## config.mk

```make
export PLATFORM = sky130hd
export DESIGN_NAME = jzjpcc_fetch_stage
export DESIGN_NICKNAME = d
export VERILOG_FILES = /design/src/rtl/jzjpcc_fetch_stage.sv
export SDC_FILE = /design/constraint.sdc
export NUM_CORES = 1
export LEC_CHECK = 0
export CORE_ASPECT_RATIO = 0.6
export CORE_MARGIN = 1
export CORE_UTILIZATION = 49
export DETAILED_ROUTE_END_ITERATION = 7
export PLACE_DENSITY = 0.87
export RECOVER_POWER = 50
export SLEW_MARGIN = 20
export SYNTH_ARGS = -nofsm -noshare
export SYNTH_HDL_FRONTEND = slang
export SYNTH_SLANG_ARGS = --single-unit
export TNS_END_PERCENT = 20
```

## constraint.sdc

```tcl
create_clock -name clock -period 3.37 [get_ports clock]
set_input_delay 0.5055 -clock clock [delete_from_list [all_inputs] [get_ports clock]]
set_output_delay 0.5055 -clock clock [all_outputs]
set_load 0.005 [all_outputs]
```

## src/rtl/jzjpcc_fetch_stage.sv

```systemverilog
// Fetch stage for the pipelined RV32I core: owns the fetch PC, drives the synchronous
// instruction memory and holds the fetch/decode pipeline register.
module jzjpcc_fetch_stage #(
    parameter logic [31:0] RESET_VECTOR    = 32'h0000_0000,
    parameter logic [31:0] NOP_INSTRUCTION = 32'h0000_0013
) (
    input  logic        clock,
    input  logic        reset,
    input  logic        stall_fetch,
    input  logic        stall_decode,
    input  logic        flush_decode,
    input  logic        pcCTWriteEnable,
    input  logic [31:0] pcCTTarget,
    output logic [29:0] instructionAddress,
    input  logic [31:0] instructionIn,
    output logic [31:0] instruction_decode,
    output logic [31:0] pc_decode,
    output logic [31:0] pcPlus4_decode,
    output logic        valid_decode
);

    logic [31:0] pc_fetch_q, pc_fetch_d;
    logic [31:0] pc_decode_q, pc_decode_d;
    logic        valid_q, valid_d;
    logic        hold_active_q, hold_active_d;
    logic [31:0] hold_instruction_q, hold_instruction_d;

    always_ff @(posedge clock) begin
        if (!reset) begin
            pc_fetch_q         <= RESET_VECTOR;
            pc_decode_q        <= '0;
            valid_q            <= 1'b0;
            hold_active_q      <= 1'b0;
            hold_instruction_q <= NOP_INSTRUCTION;
        end else begin
            pc_fetch_q         <= pc_fetch_d;
            pc_decode_q        <= pc_decode_d;
            valid_q            <= valid_d;
            hold_active_q      <= hold_active_d;
            hold_instruction_q <= hold_instruction_d;
        end
    end

    always_comb begin
        pc_fetch_d = pc_fetch_q + 32'd4;
        if (stall_fetch) begin
            pc_fetch_d = pc_fetch_q;
        end else if (pcCTWriteEnable) begin
            pc_fetch_d = pcCTTarget & ~32'h3;
        end
    end

    always_comb begin
        pc_decode_d        = pc_decode_q;
        valid_d            = valid_q;
        hold_active_d      = hold_active_q;
        hold_instruction_d = hold_instruction_q;
        if (flush_decode) begin
            pc_decode_d   = pc_fetch_q;
            valid_d       = 1'b0;
            hold_active_d = 1'b0;
        end else if (stall_decode) begin
            // Memory moves on past the stalled word, so keep a private copy of it.
            hold_instruction_d = instruction_decode;
            hold_active_d      = 1'b1;
        end else begin
            pc_decode_d   = pc_fetch_q;
            valid_d       = 1'b1;
            hold_active_d = 1'b0;
        end
    end

    always_comb begin
        if (!valid_q) begin
            instruction_decode = NOP_INSTRUCTION;
        end else if (hold_active_q) begin
            instruction_decode = hold_instruction_q;
        end else begin
            instruction_decode = instructionIn;
        end
    end

    assign instructionAddress = pc_fetch_q[31:2];
    assign pc_decode          = pc_decode_q;
    assign pcPlus4_decode     = pc_decode_q + 32'd4;
    assign valid_decode       = valid_q;

endmodule
```

==> metrics.txt <==
htree depth=3; remaining global-route overflow=0; Simple-Gate Fraction of Synth Area=0.2919; CP bufs+invs=2; number of core rows=29; Cell Area, Synth=about 5400 µm²; total number of vias=5948; Clock Tree Root=clkbuf_16; CTS Hold Bufs=0; initial drt markers=471; Final Max Tran Viols=27; Leakage=~2.7 nW; FF-to-FF path depth=6; Avg Cell Area, Syn=a little under 8 µm²; Antenna Violating Nets Remaining=0; CP Class=reg -> out; Core ar.=10630 µm²; CTS Buffer Depth=2; Area Overhead vs Synth=41.24%; die height=83.23 µm; design area=approximately 7600 µm²; die area=between 10000 and 15000 µm²; maxcap violations=1; crit path capture type=output pin; Synth top area share=0.3492; Max Fclk=between 300 and 400 MHz; vias in the first global route=roughly 5.5k; die width=~140 µm; library cells used by synthesis=60; clock skew=about 0.0053 ns; DR DRC count=0; layout cells sized above 1=0.05368; clock-pin slew on the worst setup and hold paths=about 0.070 ns; Yosys top cell by area=dfxtp_1; RSZ-0062 raised after global routing=false; Seq/Total Area, Yosys=0.3492; CTS sink cnt=94; total CTS buffers=9; Worst path depth=6; Compound-Gate Fraction of Synth Area=0.1913; largest net degree at the start of global routing=46; Critical Path Start Type=register; drt first pass iters=5; starting density of the core=0.5069; slowest CP cell=clkdlybuf4s50_1; EDFF count, synth=0; required time worst endpoint=~2.9 ns; initial antenna violation count=0; worst vdd ir=between 0.2 and 0.3 mV; Final Hold Fails=0; Least-Margin Pin Slew=around 1.8 ns; Synth Area in Adders=0.004644; flop and latch count out of synthesis=between 90 and 100; largest family of logic cells by synthesized area=simple AND/OR/NAND/NOR gates; top-count cell post-synth=nand2_1; crit-path max FO=8; DP Area=7338 µm²; routed wire length=between 15000 and 20000 µm; fill cell count=869; first-pass GRT wire length=around 28000 µm; Main synth FF type=dfxtp_1; I/O pins=around 200; Worst slew margin=-0.1827; Detailed Place HPWL=roughly 13000 µm; PortBufs=190; critical path's top delay family=simple AND/OR/NAND/NOR gates; clock latency on the worst-skew pair=around 0.34 ns; XOR/XNOR share of the synthesized area=0.04551; setup_tns=0 ns; crit-path max cell delay=0.53 ns; yosys warns=0; WL/cell=18.28 µm; CP Cell Sequence=nand4_1 -> nor4_4 -> buf_4 -> nor2b_1 -> xnor2_1 -> clkdlybuf4s50_1; Min Clock Period, post-route=slightly above 3 ns; Async SR Flop Fraction=0; diode count=0; PwrDens=around 350 nW/µm²; multiplexer area fraction after synthesis=0.06130; gpl congestion=between 0.9 and 1; top cells by area, synth=dfxtp_1 (35%), nand2_1 (11%), mux2i_1 (6.1%); Setup Viol. Count Final=0; Worst Hold Class=reg -> reg; CTS tree=built; DR vias/cell=between 5 and 6; Cells after Synth=694; Worst Path Arrival=around 2.6 ns; dpl cells=979; status=complete, but fails checks; non-filler cells, final=996; Tcrit/Tclk final=0.9191; GR Util All Layers=0.3167; top cells by count, synth=nand2_1 (151), dfxtp_1 (94), a21oi_1 (56); number of cells on the worst hold path=2; failing checks=max-capacitance violations, max-slew violations; NumNets Final=924
[metal layers]
layer / track usage / up-vias / wire length [µm] / share of wire
li1: - / 2783 / - / -
met1: 0.4314 / 2793 / 7994 / 0.44
met2: 0.4861 / 346 / 8013 / 0.44
met3: 0.08303 / 26 / 1939 / 0.11
met4: 0.09491 / 0 / 261 / 0.014
met5: 0 / - / 0 / 0
[layout make-up]
class,count,area (µm²),share of cell area
clock buffer,10,239.0,0.03140
clock inverter,6,46.29,0.006083
inverter,8,30.03,0.003945
multi-input combinational,533,3219,0.4230
sequential,94,1883,0.2474
tap,139,173.9,0.02285
timing repair buffer,206,2019,0.2653
[cells in the final DEF (no fill, tap or decap), types with 4 or more instances in the layout]
cell type,Yosys,routed
a41oi_1,6,6
nand4_1,30,30
a21oi_1,56,56
a31oi_1,7,7
a311oi_1,4,4
dlygate4sd3_1,0,55
nand3_1,24,24
inv_1,7,7
nor2_1,19,19
and2_1,7,6
buf_4,6,12
xor2_1,5,5
and4_1,8,8
nand2b_1,6,6
nor3_1,9,9
xnor2_1,23,23
nor4_1,4,4
conb_1,1,4
clkdlybuf4s50_1,0,134
o31a_1,8,8
a21boi_0,16,16
clkbuf_16,0,9
mux2i_1,33,33
dfxtp_1,94,93
and3_1,6,6
o221a_2,4,4
nand2_1,151,151
nor2b_1,33,33
o21ai_0,20,20
[path summary, 6_finish.rpt]
kind | startpoint | endpoint | slack, ns
max | pc_decode[9]$_SDFFE_PN0N_ | pcPlus4_decode[20] | 0.27
min | hold_instruction_q[18]$_SDFFE_PN0P_ | hold_instruction_q[18]$_SDFFE_PN0P_ | 0.46
max reg2reg | pc_fetch_q[2]$_SDFFE_PN0N_ | pc_fetch_q[26]$_SDFFE_PN0N_ | 0.84
min reg2reg | hold_instruction_q[18]$_SDFFE_PN0P_ | hold_instruction_q[18]$_SDFFE_PN0P_ | 0.46
[cells by family after synthesis]
group | after synthesis
multiplexers | 33
XOR/XNOR | 28
AND/OR/NAND/NOR | 312
AO/OA/AOI/OAI | 154
flip-flops | 94
other | 1
buffers and inverters | 70
adder cells (fa/ha/maj) | 2
[sequential cells by signal, indices dropped and copies added (netlist names)]
signal,cells
valid_decode,1
pc_fetch_q,30
pc_decode,30
hold_instruction_q,32
hold_active_q,1
[worst min-delay path, cell delays in order, from the launching register on]
cell and delay [ns]:
dfxtp_1 0.31, nand2_1 0.05, a21oi_1 0.05
[where the power goes]
group / internal [mW] / leakage (nW) / switching (mW)
logic: 0.244 / 1.83 / 0.183
registers: 1.15 / 0.766 / 0.0796
clock network: 0.524 / 0.135 / 0.448
total: 1.92 / 2.73 / 0.711
[timing repair]
action                     in CTS  in global routing
setup endpoints to repair       0                  6
gates resized for setup         0                  0
buffers inserted                0                  1
[through the flow]
step | hold slack, ns | power [mW] | worst slack [ns] | utilization
after floorplan | 0.4360 | 1.427 | 1.392 | -
after global placement | 0.4415 | 1.679 | 0.4926 | 0.6902
after detailed placement | 0.4501 | 1.692 | 0.4114 | 0.6902
after CTS | 0.4578 | 2.656 | 0.03981 | 0.7171
after global routing | 0.4773 | 2.732 | 0.1394 | 0.7159
final | 0.4598 | 2.632 | 0.2727 | 0.7159
Note: power is estimated with default switching activity, not from simulation.
